`src/rtl/mem_bridge_pkg.sv`:
```
// Shared definitions for mem_bridge: region map, region/state encodings and
// the ack timeout limit used when MEM_TIMEOUT_EN is defined.
package mem_bridge_pkg;

    localparam logic [26:0] SDRAM_BASE = 27'h0000000;
    localparam logic [26:0] SDRAM_LIMIT = 27'h07FFFFF;
    localparam logic [26:0] ROM_BASE = 27'h0800000;
    localparam logic [26:0] ROM_LIMIT = 27'h08001FF;
    localparam logic [26:0] VRAM_BASE = 27'h0C00000;
    localparam logic [26:0] VRAM_LIMIT = 27'h0C03FFF;
    localparam logic [26:0] IO_BASE = 27'h0C04000;
    localparam logic [26:0] IO_LIMIT = 27'h0C040FF;

    localparam logic [7:0] TIMEOUT_LIMIT = 8'd255;

    typedef enum logic [2:0] {
        REGION_SDRAM,
        REGION_ROM,
        REGION_VRAM,
        REGION_IO,
        REGION_UNMAPPED
    } region_e;

    typedef enum logic [1:0] {
        IDLE,
        ISSUE,
        WAIT,
        DONE
    } state_e;

    function automatic logic in_range(input logic [26:0] addr,
                                      input logic [26:0] lo,
                                      input logic [26:0] hi);
        return (addr >= lo) && (addr <= hi);
    endfunction

endpackage

```
`src/rtl/mem_addr_decoder.sv`:
```
// Combinational decode of a 27-bit CPU word address into its target region.
module mem_addr_decoder
    import mem_bridge_pkg::*;
(
    input  logic [26:0] address,
    output region_e     region
);

    // First matching window wins; anything outside all windows is unmapped
    always_comb begin
        region = REGION_UNMAPPED;
        if (in_range(address, SDRAM_BASE, SDRAM_LIMIT)) begin
            region = REGION_SDRAM;
        end else if (in_range(address, ROM_BASE, ROM_LIMIT)) begin
            region = REGION_ROM;
        end else if (in_range(address, VRAM_BASE, VRAM_LIMIT)) begin
            region = REGION_VRAM;
        end else if (in_range(address, IO_BASE, IO_LIMIT)) begin
            region = REGION_IO;
        end else begin
            region = REGION_UNMAPPED;
        end
    end

endmodule

```
`src/rtl/mem_bridge.sv`:
```
// mem_bridge: single-request CPU bridge to SDRAM, ROM, VRAM and IO targets.
// Define MEM_TIMEOUT_EN to add the SDRAM/IO ack timeout and the bus_error pulse.
module mem_bridge
    import mem_bridge_pkg::*;
(
    input  logic        clk,
    input  logic        reset,
    input  logic [26:0] address,
    input  logic [31:0] data,
    input  logic        we,
    input  logic        start,
    output logic [31:0] q,
    output logic        busy,
    output logic [22:0] sd_addr,
    output logic [31:0] sd_d,
    output logic        sd_we,
    output logic        sd_req,
    input  logic [31:0] sd_q,
    input  logic        sd_ack,
    output logic [8:0]  rom_addr,
    input  logic [31:0] rom_q,
    output logic [13:0] vram_addr,
    output logic [31:0] vram_d,
    output logic        vram_we,
    input  logic [31:0] vram_q,
    output logic [7:0]  io_addr,
    output logic [31:0] io_d,
    output logic        io_we,
    output logic        io_req,
    input  logic [31:0] io_q,
    input  logic        io_ack
`ifdef MEM_TIMEOUT_EN
    ,
    output logic        bus_error
`endif
);

    region_e     region_s;
    region_e     region_r;
    state_e      state_r;
    logic        we_r;
    logic        target_ack_s;
    logic [31:0] target_q_s;
`ifdef MEM_TIMEOUT_EN
    logic [7:0]  wait_cnt_r;
`endif

    mem_addr_decoder u_decoder (
        .address (address),
        .region  (region_s)
    );

    // Handshake of the slow target selected by the current access only
    always_comb begin
        target_ack_s = 1'b0;
        target_q_s = 32'h0000_0000;
        case (region_r)
            REGION_SDRAM: begin
                target_ack_s = sd_ack;
                target_q_s = sd_q;
            end
            REGION_IO: begin
                target_ack_s = io_ack;
                target_q_s = io_q;
            end
            default: begin
                target_ack_s = 1'b0;
                target_q_s = 32'h0000_0000;
            end
        endcase
    end

    // Access sequencer; target outputs are loaded on accept so they are valid during ISSUE
    always_ff @(posedge clk) begin
        if (reset) begin
            state_r <= IDLE;
            region_r <= REGION_UNMAPPED;
            we_r <= 1'b0;
            q <= 32'h0000_0000;
            busy <= 1'b0;
            sd_addr <= 23'h0;
            sd_d <= 32'h0000_0000;
            sd_we <= 1'b0;
            sd_req <= 1'b0;
            rom_addr <= 9'h0;
            vram_addr <= 14'h0;
            vram_d <= 32'h0000_0000;
            vram_we <= 1'b0;
            io_addr <= 8'h0;
            io_d <= 32'h0000_0000;
            io_we <= 1'b0;
            io_req <= 1'b0;
`ifdef MEM_TIMEOUT_EN
            wait_cnt_r <= 8'd0;
            bus_error <= 1'b0;
`endif
        end else begin
            vram_we <= 1'b0;
`ifdef MEM_TIMEOUT_EN
            bus_error <= 1'b0;
`endif
            case (state_r)
                IDLE: begin
                    if (start) begin
                        region_r <= region_s;
                        we_r <= we;
                        busy <= 1'b1;
                        state_r <= ISSUE;
                        case (region_s)
                            REGION_SDRAM: begin
                                sd_addr <= address[22:0];
                                sd_d <= data;
                                sd_we <= we;
                                sd_req <= 1'b1;
                            end
                            REGION_ROM: rom_addr <= address[8:0];
                            REGION_VRAM: begin
                                vram_addr <= address[13:0];
                                vram_d <= data;
                                vram_we <= we;
                            end
                            REGION_IO: begin
                                io_addr <= address[7:0];
                                io_d <= data;
                                io_we <= we;
                                io_req <= 1'b1;
                            end
                            default: ;
                        endcase
                    end
                end
                ISSUE: begin
`ifdef MEM_TIMEOUT_EN
                    wait_cnt_r <= 8'd0;
`endif
                    if (region_r == REGION_UNMAPPED) begin
                        if (!we_r) begin
                            q <= 32'h0000_0000;
                        end
                        state_r <= DONE;
                    end else begin
                        state_r <= WAIT;
                    end
                end
                WAIT: begin
                    case (region_r)
                        REGION_ROM: begin
                            if (!we_r) begin
                                q <= rom_q;
                            end
                            state_r <= DONE;
                        end
                        REGION_VRAM: begin
                            if (!we_r) begin
                                q <= vram_q;
                            end
                            state_r <= DONE;
                        end
                        REGION_SDRAM, REGION_IO: begin
                            if (target_ack_s) begin
                                if (!we_r) begin
                                    q <= target_q_s;
                                end
                                sd_req <= 1'b0;
                                sd_we <= 1'b0;
                                io_req <= 1'b0;
                                io_we <= 1'b0;
                                state_r <= DONE;
                            end
`ifdef MEM_TIMEOUT_EN
                            // Timeout fires on the 255th WAIT cycle without an ack
                            else if (wait_cnt_r == (TIMEOUT_LIMIT - 8'd1)) begin
                                if (!we_r) begin
                                    q <= 32'h0000_0000;
                                end
                                sd_req <= 1'b0;
                                sd_we <= 1'b0;
                                io_req <= 1'b0;
                                io_we <= 1'b0;
                                bus_error <= 1'b1;
                                state_r <= DONE;
                            end else begin
                                wait_cnt_r <= wait_cnt_r + 8'd1;
                            end
`endif
                        end
                        default: state_r <= DONE;
                    endcase
                end
                DONE: begin
                    busy <= 1'b0;
                    state_r <= IDLE;
                end
                default: begin
                    busy <= 1'b0;
                    state_r <= IDLE;
                end
            endcase
        end
    end

endmodule

```
`config.mk`:
```
export PLATFORM = sky130hd
export DESIGN_NAME = mem_bridge
export DESIGN_NICKNAME = d
export VERILOG_FILES = /design/src/rtl/mem_bridge_pkg.sv /design/src/rtl/mem_addr_decoder.sv /design/src/rtl/mem_bridge.sv
export SDC_FILE = /design/constraint.sdc
export NUM_CORES = 1
export LEC_CHECK = 0
export ABC_AREA = 1
export CAP_MARGIN = 15
export CORE_ASPECT_RATIO = 1.2
export CORE_UTILIZATION = 35
export CTS_CLUSTER_SIZE = 16
export DETAILED_ROUTE_END_ITERATION = 8
export MAX_ROUTING_LAYER = met4
export PLACE_DENSITY = 0.69
export SLEW_MARGIN = 5
export SYNTH_ARGS = -nofsm -noshare
export SYNTH_HDL_FRONTEND = slang
export SYNTH_SLANG_ARGS = --single-unit
export TNS_END_PERCENT = 50
```
`constraint.sdc`:
```
create_clock -name clk -period 2.5 [get_ports clk]
set_input_delay 0.25 -clock clk [delete_from_list [all_inputs] [get_ports clk]]
set_output_delay 0.25 -clock clk [all_outputs]
set_load 0.02 [all_outputs]
```
**After elaboration in Yosys (flattened, before gate mapping)**

Index checks and enable logic that the tools add are counted.

- Reduce and logical (&&, ||, !) cells: 22
- Equality and inequality tests: 22
- Multiplexer cells: 35
- Magnitude comparators: 8
- Bitwise gates (word level): 3

Operators by type and width:

| cell | count |
|---|---|
| 2-to-1 mux 32 bit | 6 |
| case mux 32 bit (2 select lines) | 2 |
| case mux 32 bit (3 select lines) | 1 |
| >= comparator 27 x 24 -> 1 bit, second input constant | 3 |
| less-or-equal comparator 27 x 24 -> 1 bit, second input constant | 3 |
| >= comparator 27 x 1 -> 1 bit, second input constant | 1 |
| less-or-equal comparator 27 x 23 -> 1 bit, second input constant | 1 |
| == test 3 x 2 -> 1 bit, second input constant | 4 |
| 2-to-1 mux 1 bit | 12 |
| 2-to-1 mux 3 bit | 4 |
| inequality test 3 bit, second input constant | 4 |
| case mux 1 bit (2 select lines) | 6 |
| AND reduction 3 bit | 4 |
| inequality test 2 bit, second input constant | 5 |
| AND reduction 5 bit | 2 |
| case mux 2 bit (4 select lines) | 1 |
| AND reduction 8 bit | 1 |
| == test 3 x 1 -> 1 bit, second input constant | 2 |
| zero test 3 bit | 2 |
| 2-to-1 mux 2 bit | 3 |
| AND reduction 2 bit | 3 |
| nonzero test 2 bit | 3 |
| == test 2 bit, second input constant | 2 |
| logical AND 1 bit | 4 |
| 8 further kinds | 11 |

- Register bits after elaboration: 194
- Output and inout port bits: 188
- Input bits: 193

**Depth between registers and ports, before layout**

Gate-level depths: netlist of the first run.

- Depth in word-level cells: 10
- Mapped depth: 13
- Depth with buffers taken out: 13

**Cells and area by module**

From an unflattened synthesis of the first run, not the netlist that was laid out.

- Cell total of the unflattened synthesis: 1,290
- Area total of the unflattened synthesis: 8,638.3 µm²

Modules (own cells, without submodules):

| module | seq. area each (µm²) | cells an instance | times used | area each (µm²) |
|---|---|---|---|---|
| mem_bridge | 3,883.7 | 1,229 | 1 | 8,358.0 |
| mem_addr_decoder | 0.0 | 61 | 1 | 280.3 |

**Worst setup path before layout of the first run**

Ideal clock, no wire load.

- Path kind: register to register
- Start point: reg state_r[0]
- End point: reg sd_addr[0]
- Stages on the path, launching flop included: 9
- Data required time: 2.430 ns
- Buffers on the path: 1
- Setup time: 0.070 ns
- Arrival: 1.542 ns
- Path slack: 0.888 ns
- Path through: dfxtp_1 inv_1 ha_1 nand2_1 inv_2 nand2_1 clkbuf_1 nand2_1 a21oi_1

- Word-level cells in the longest chain between the ends: 2

RTL lines:

| what | line | text |
|---|---|---|
| start, declared | mem_bridge.sv:40 | `state_e state_r;` |
| start signal, assigned | mem_bridge.sv:76 | `state_r <= IDLE;` |
| start signal, assigned | mem_bridge.sv:108 | `state_r <= ISSUE;` |
| start signal, assigned | mem_bridge.sv:140 | `state_r <= DONE;` |
| zero test 2 bit | mem_bridge.sv:102 | `case (state_r)` |
| AND reduction 3 bit (no source line) | - |  |
| end signal, assigned | mem_bridge.sv:111 | `sd_addr <= address[22:0];` |
| end, declared | mem_bridge.sv:14 | `output logic [22:0] sd_addr,` |

Every way passes these cells.
A chain may end at the register's enable or synchronous reset.

**Final worst setup path of the first run**

- Start point: reg region_r[0]
- End point: reg q[18]

- Word-level cells in the longest chain between the ends: 6

RTL lines:

| what | line | text |
|---|---|---|
| start, declared | mem_bridge.sv:39 | `region_e region_r;` |
| start signal, assigned | mem_bridge.sv:105 | `region_r <= region_s;` |
| == test 3 x 2 -> 1 bit / zero test 3 bit (equally long branches) | mem_bridge.sv:57, mem_bridge.sv:146 |  |
| case mux 32 bit (2 select lines) | mem_bridge.sv:57 | `case (region_r)` |
| 2-to-1 mux 32 bit | mem_bridge.sv:161 | `if (!we_r) begin` |
| 2-to-1 mux 32 bit | mem_bridge.sv:160 | `if (target_ack_s) begin` |
| case mux 32 bit (3 select lines) | mem_bridge.sv:146 | `case (region_r)` |
| case mux 32 bit (2 select lines) | mem_bridge.sv:102 |  |
| end signal, assigned | mem_bridge.sv:149 | `q <= rom_q;` |
| end signal, assigned | mem_bridge.sv:155 | `q <= vram_q;` |
| end signal, assigned | mem_bridge.sv:162 | `q <= target_q_s;` |
| end, declared | mem_bridge.sv:12 | `output logic [31:0] q,` |

Parallel ways exist; a longest one is shown, timed or not. The select of a mux whose other input is x is not followed.

==> results of run 1 <==
-- area by class of cell --
type,count,area [sq um],share of cell area
Inverter,48,180,0.0138
Clock buffer,17,425,0.0325
Clock inverter,15,225,0.0172
Sequential cell,194,3880,0.297
Antenna cell,4,10.0,0.000766
Multi-Input combinational cell,828,3870,0.296
Timing Repair Buffer,408,4090,0.313
Tap cell,315,394,0.0301
-- critical path: cells and delay by family (launching register included) --
kind	cells	cell delay (ps)
AND/OR/NAND/NOR	4	580
AO/OA/AOI/OAI	2	350
flip-flops	1	470
buffers and inverters	2	540
-- metrics by stage --
step / power, mW / hold WS [ps] / setup slack (ps) / cells
after CTS: 9.05 / 411 / 457 / 1825
after detailed placement: 6.01 / 453 / 241 / 1793
after floorplan: 4.93 / 377 / 888 / 1161
after global placement: 6.00 / 446 / 259 / 1793
final: 8.98 / 356 / 476 / 1829
after global routing: 9.41 / 444 / 242 / 1829
-- routing by layer --
layer,GRT usage,vias up
met5,-,-
met4,0.115,0
met3,0.0844,61
met2,0.463,356
met1,0.299,4371
li1,-,4570
-- registers in the layout (all words and copies together) (netlist names) --
signal / count
busy: 1
vram_we: 1
region_r: 3
sd_req: 1
sd_addr: 23
rom_addr: 9
io_req: 1
vram_d: 32
sd_d: 32
io_we: 1
io_d: 32
state_r: 2
vram_addr: 14
sd_we: 1
we_r: 1
q: 32
io_addr: 8
-- path summary, 6_finish.rpt --
kind / cells after the start / slack [ps] / to / start
worst max register to register: 8 / 480 / q[18] / region_r[0]
worst min-delay path: 3 / 360 / io_d[1] / reset
worst max-delay path: 8 / 480 / q[18] / region_r[0]
worst min register to register: 2 / 460 / sd_addr[2] / sd_addr[2]
-- cell usage in the layout, fill, tap and decap left out, types with 3 or more instances in the layout --
cell	Yosys	layout
buf_12	0	6
nor3_1	8	8
clkinv_4	0	3
nand2_1	335	334
inv_1	40	40
nand3_1	124	124
o21ai_1	10	10
a41oi_1	21	21
inv_2	8	8
bufinv_16	0	4
nor2_1	42	40
clkbuf_16	0	17
nand3_2	3	3
clkdlybuf4s50_1	0	379
diode_2	0	4
a31oi_1	9	9
buf_4	3	23
ha_1	4	4
nand4_1	6	6
clkinvlp_4	0	3
o21ai_0	70	70
dfxtp_1	194	194
nor2_4	0	3
a21oi_1	189	189
-- power groups by stage --
stage / Clock, mW / Combinational, mW / Sequential, mW
finish: 3.03 / 2.58 / 3.38
global route: 3.20 / 2.80 / 3.40
CTS: 3.10 / 2.58 / 3.38
detailed placement: 0 / 2.57 / 3.45
global placement: 0 / 2.55 / 3.44
floorplan: 0 / 1.33 / 3.60
-- cell families (layout without fill, tap and decap cells) --
logic type,count (synthesis),in the layout,synth area share
other cells,0,4,0
flops,194,194,0.465
compound gates,300,300,0.191
buf+inv,139,488,0.0742
simple gates,524,524,0.264
fa+ha+maj,4,4,0.00599
==> summary.md, run 1 <==
| Metric | Value |
|---|---|
| Final Slew Violations | 0 |
| Clk_skew | 6.86 ps |
| Synthesized instance count | 1161 |
| Final Critical Period | 2020 ps |
| Bufs on Longest Clock Path | 2 |
| WS Path Type | reg2reg |
| Seq pwr share | 0.376 |
| Initial antenna violation count | 4 |
| Sw power | 3.05 mW |
| Sw frac | 0.339 |
| Finished Core Util | 0.562 |
| Fill cell count | 2238 |
| Post-Syn Nets | 1358 |
| Overflow after GRT | 0 |
| Hold/Removal Path Class | in2reg |
| Final worst-path cycle share | 0.810 |
| Seq/Total Area, Yosys | 0.465 |
| Comb pwr share | 0.287 |
| DP Area | 12400 sq um |
| Highest metal used | met4 |
| Status | completed |
| Post-synth EDFFs | 0 |
| Die Area | 24500 sq um |
| Layout area overhead | 56.6% |
| Commonest cells in the synthesized netlist | nand2_1 (335), dfxtp_1 (194), a21oi_1 (189), nand3_1 (124), o21ai_0 (70) |
| Critical path cell sequence | nand3_1 -> o21ai_1 -> inv_2 -> nand3_2 -> nand4_4 -> inv_2 -> nand2_1 -> a21oi_1 |
| Syn avg cell area | 7.19 sq um |
| Leakage power | 4.51 nW |
| Fmax | 0.494 GHz |
| Synth top area share | 0.465 |
| M1 WL | 13000 microns |
| Worst-margin pin slew | 919 ps |
| Root buf cell | clkbuf_16 |
| Die Height | 171 microns |
| Final Cell Area | 13100 sq um |
| Async S/R FF share, synth | 0 |
| Setup TNS | 0 ps |
| Ys flop type | dfxtp_1 |
| CP endpoint kind | flip-flop |
| Final #Nets | 1694 |
| Initial DRC count | 451 |
| Seq cells post-synth | 194 |
| IO Port Bufs | 380 |
| Clk Latency, worst-skew pair | 450 ps |
| DR vias/cell | 5.12 |
| CTS tree | done |
| Max-capacitance violation count | 0 |
| Num ports | 381 |
| Synth warn | 0 |
| H-Tree Depth | 4 |
| Mapped Area | 8350 sq um |
| Worst rel slew slack | 0.387 |
| Cell Rows | 61 |
| Post-CTS Setup Inserts | 0 |
| Resized cells post-CTS | 0 |
| # clock sinks | 194 |
| Endpoints failing hold | 0 |
| DRC viols | 0 |
| HPWL after DPL | 23600 microns |
| WL/cell | 18.2 microns |
| Startpoint Class | flip-flop |
| Worst-path clk slew | 80 ps |
| Peak supply drop | 0.523 mV |
| DRT Wirelength | 33200 microns |
| Cell mode on critical path | inv_2 |
| Slowest stage delay, CP | 470 ps |
| Yosys top cell by area | dfxtp_1 |
| Final count of negative-setup-slack endpoints | 0 |
| Count leader, synth | nand2_1 |
| Clock power frac | 0.337 |
| Fraction of layout instances using a drive strength above 1 | 0.0523 |
| RD Place Congestion | 0.878 |
| Setup repair after global routing missed its margin | no |
| WL met3 | 3020 microns |
| DRT Pass-1 Iters | 4 |
| Die width | 143 microns |
| Critical Path RT | 2870 ps |
| Initial Util | 0.359 |
| Critical path arrival | 2400 ps |
| Top cells by area, synth | dfxtp_1 (47%), nand2_1 (15%), a21oi_1 (11%) |
| Critical path's slowest cell | dfxtp_1 |
| Vias in the first global route | 9024 |
| Gr usage total | 0.275 |
| Largest net degree at the start of global routing | 170 |
| Synth cell types | 26 |
| Core footprint | 23300 sq um |
| Routed Antenna Nets | 0 |
| First-pass GRT wire length | 49900 microns |
| Worst-path maximum fanout | 32 |
| Detailed-route via count | 9358 |
| PwrDens | 687 nW/um^2 |
| Int Power | 5.94 mW |
| WL met2 | 16200 microns |
| Number of CTS-inserted buffers | 17 |
| CTS hold repair buffers | 0 |
Power figures use the tool's default switching activity.
==> inputs of run 2 (changes only) <==
--- a/config.mk
+++ b/config.mk
@@ -12,7 +12,7 @@
 export CTS_CLUSTER_SIZE = 16
 export DETAILED_ROUTE_END_ITERATION = 8
 export MAX_ROUTING_LAYER = met4
-export PLACE_DENSITY = 0.69
+export PLACE_DENSITY = 0.72
 export SLEW_MARGIN = 5
 export SYNTH_ARGS = -nofsm -noshare
 export SYNTH_HDL_FRONTEND = slang
==> constraint.sdc (replaced) <==
create_clock -name clk -period 1.66 [get_ports clk]
set_input_delay 0.166 -clock clk [delete_from_list [all_inputs] [get_ports clk]]
set_output_delay 0.166 -clock clk [all_outputs]
set_load 0.02 [all_outputs]
==> run 2 against run 1 <==
Critical path depth increased by 6; combinational power increased by 82%; first-iteration DRC count increased by 8.4%; cell count increased by 3.9%; global-route usage about the same; sequential power increased by 51%; total power increased by 57%; critical endpoint is now io_d[5]; largest cell class unchanged; die area unchanged; design area increased by 7.6%; clock power increased by 42%; register-to-register slack got worse by 390 ps; clock skew increased by 7.4 ps.
==> summary.md, run 2 (synthesis gave the netlist of run 1 again) <==
| Metric | Value |
|---|---|
| Worst R2R Start | state_r[1] |
| CTS tree | done |
| Clk_skew | 14.3 ps (+7.41 ps) |
| Clock power frac | 0.305 (-0.032) |
| Worst rel slew slack | 0.443 (+0.0556) |
| Fmax | 0.623 GHz |
| Sw power | 5.03 mW (+65%) |
| Setup repair after global routing missed its margin | yes |
| Cell family contributing the most delay on the critical path | buffers and inverters |
| WS Path Type | in2reg |
| Worst-case reg-to-reg path depth | 9 (+1) |
| Die Height | 171 microns (unchanged) |
| Slowest stage delay, CP | 490 ps (+20 ps) |
| Reg2Reg Capture Point | q[5] |
| Final WS setup | 54.8 ps (-421 ps) |
| Core footprint | 23300 sq um (unchanged) |
| H-Tree Depth | 4 (unchanged) |
| Fraction of layout instances using a drive strength above 1 | 0.118 (+0.0661) |
| Reg2reg setup slack | 90 ps (-390 ps) |
| DRT Pass-1 Iters | 5 (+1) |
| DP Area | 13000 sq um (+5.1%) |
| Min-Delay Startpoint | address[20] |
| Status | completed |
| Max-capacitance violation count | 0 (unchanged) |
| Final Power | 14.1 mW (+57%) |
| Overflow after GRT | 0 (unchanged) |
| PwrDens | 1000 nW/um^2 (+46%) |
| # clock sinks | 194 (unchanged) |
| Die Area | 24500 sq um (unchanged) |
| CP endpoint kind | flip-flop |
| Final Slew Violations | 0 (unchanged) |
| Clk Latency, worst-skew pair | 440 ps (about the same) |
| Startpoint Class | input port |
| Num ports | 381 (unchanged) |
| Hold_ws | 67.2 ps (-289 ps) |
| RD Place Congestion | 0.901 (+2.6%) |
| Worst-margin pin slew | 836 ps (-83.5 ps) |
| WL/cell | 18.1 microns (-0.37%) |
| Detailed-route via count | 9752 (+4.2%) |
| DR vias/cell | 5.13 (+0.26%) |
| Vias in the first global route | 9161 (+1.5%) |
| Final Cell Area | 14100 sq um (+7.6%) |
| Worst-path clk slew | 80 ps (about the same) |
| Cell mode on critical path | nand2_1 |
| Final Critical Period | 1610 ps |
| Setup Slack @ Placement | -507 ps (-748 ps) |
| Bufs on Longest Clock Path | 2 (unchanged) |
| Sw frac | 0.357 (+0.0178) |
| IO Port Bufs | 380 (unchanged) |
| Peak supply drop | 0.765 mV (+46%) |
| Hold Path End | sd_addr[20] |
| Fill cell count | 2092 (-6.5%) |
| Die width | 143 microns (unchanged) |
| DRC viols | 0 (unchanged) |
| Routed Antenna Nets | 0 (unchanged) |
| Critical Path RT | 1950 ps (-920 ps) |
| Largest net degree at the start of global routing | 96 (-44%) |
| Initial Util | 0.359 (unchanged) |
| Number of CTS-inserted buffers | 17 (unchanged) |
| Critical path cell sequence | clkdlybuf4s50_1 -> buf_4 -> nand2_1 -> nor2_1 -> nand3_1 -> nand2_1 -> nand2_1 -> nand2_2 -> nand2_4 -> nand3_4 -> inv_8 -> buf_12 -> nand2_1 -> a21oi_2 |
| Initial antenna violation count | 7 (+3) |
| Hold-critical path depth | 3 (unchanged) |
| Commonest non-fill, non-tap cells in the layout | clkdlybuf4s50_1 (368), nand2_1 (325), dfxtp_1 (190) |
| Setup TNS | 0 ps (unchanged) |
| Final count of negative-setup-slack endpoints | 0 (unchanged) |
| Comb pwr share | 0.333 (+0.046) |
| Commonest non-fill, non-tap cell in the layout | clkdlybuf4s50_1 |
| Root buf cell | clkbuf_16 |
| Cell Rows | 61 (unchanged) |
| Endpoints failing hold | 0 (unchanged) |
| First-pass GRT wire length | 50000 microns (+0.29%) |
| HPWL after DPL | 24500 microns (+3.7%) |
| Leakage power | 5.09 nW (+13%) |
| Layout area overhead | 68.5% |
| Final worst-path cycle share | 0.967 |
| CP bufs+invs | 4 (+2) |
| Critical path arrival | 1900 ps (-500 ps) |
| Seq pwr share | 0.362 (-0.014) |
| Worst-path maximum fanout | 9 (-72%) |
| Gr usage total | 0.275 (about the same) |
| Initial DRC count | 489 (+8.4%) |
| Critical path's slowest cell | clkdlybuf4s50_1 |
| Final #Nets | 1763 (+4.1%) |
| Hold/Removal Path Class | in2reg |
| DRT Wirelength | 34400 microns (+3.5%) |
| Int Power | 9.06 mW (+53%) |
-- run 2: worst max-delay path by stage --
| stage | slack (ps) | end | start | cells after the start |
|---|---|---|---|---|
| global placement | -460 | io_d[2] | address[7] | 10 |
| floorplan | 50 | sd_addr[0] | state_r[0] | 8 |
| global route | -30 | io_d[30] | address[26] | 13 |
| detailed placement | -510 | io_d[20] | address[7] | 10 |
| finish | 50 | io_d[5] | address[2] | 14 |
| CTS | 10 | sd_we | state_r[0] | 10 |
-- run 2: per-layer routing --
| layer | vias to the layer above | track usage | share of wire |
|---|---|---|---|
| met5 | - | - | 0 |
| met4 | 0 | 0.108 | 0.032 |
| met3 | 60 | 0.101 | 0.10 |
| met2 | 422 | 0.450 | 0.48 |
| met1 | 4553 | 0.302 | 0.39 |
| li1 | 4717 | - | - |
-- run 2: timing repair --
| action | 4_1_cts | 5_1_grt |
|---|---|---|
| hold buffers | 0 | 0 |
| resized for setup | 4 | 72 |
| cloned | 0 | 5 |
| pin swaps | 0 | 12 |
| endpoints found under the setup margin | 42 | 137 |
| setup buffers | 0 | 3 |
-- run 2: power by group through the flow --
stage | clock (mW) | combinational, mW | sequential (mW)
finish | 4.30 | 4.69 | 5.09
global route | 4.57 | 5.06 | 5.13
CTS | 4.36 | 4.37 | 5.08
detailed placement | 0 | 4.34 | 5.18
global placement | 0 | 4.31 | 5.18
floorplan | 0 | 2.01 | 5.42
-- run 2: final cells by class --
cell class              instances  area [sq um]  share of cell area
clock buffers                  17           425              0.0302
flip-flops and latches        194          3890               0.276
clock inverters                15           193              0.0137
repair buffers                477          4920               0.350
multi-input cells             828          4030               0.286
diodes                          7          17.5             0.00125
well taps                     315           394              0.0280
inverters                      48           198              0.0141
-- run 2: stage by stage --
step | instances | utilization
floorplan | 1161 | -
global placement | 1854 | 0.560
detailed placement | 1854 | 0.560
CTS | 1886 | 0.588
global route | 1901 | 0.604
finish | 1901 | 0.604
-- run 2: worst min-delay path: cells and delay by family --
kind	cells	cell delay [ps]
buf+inv	1	140
simple gates	1	90
compound gates	1	60
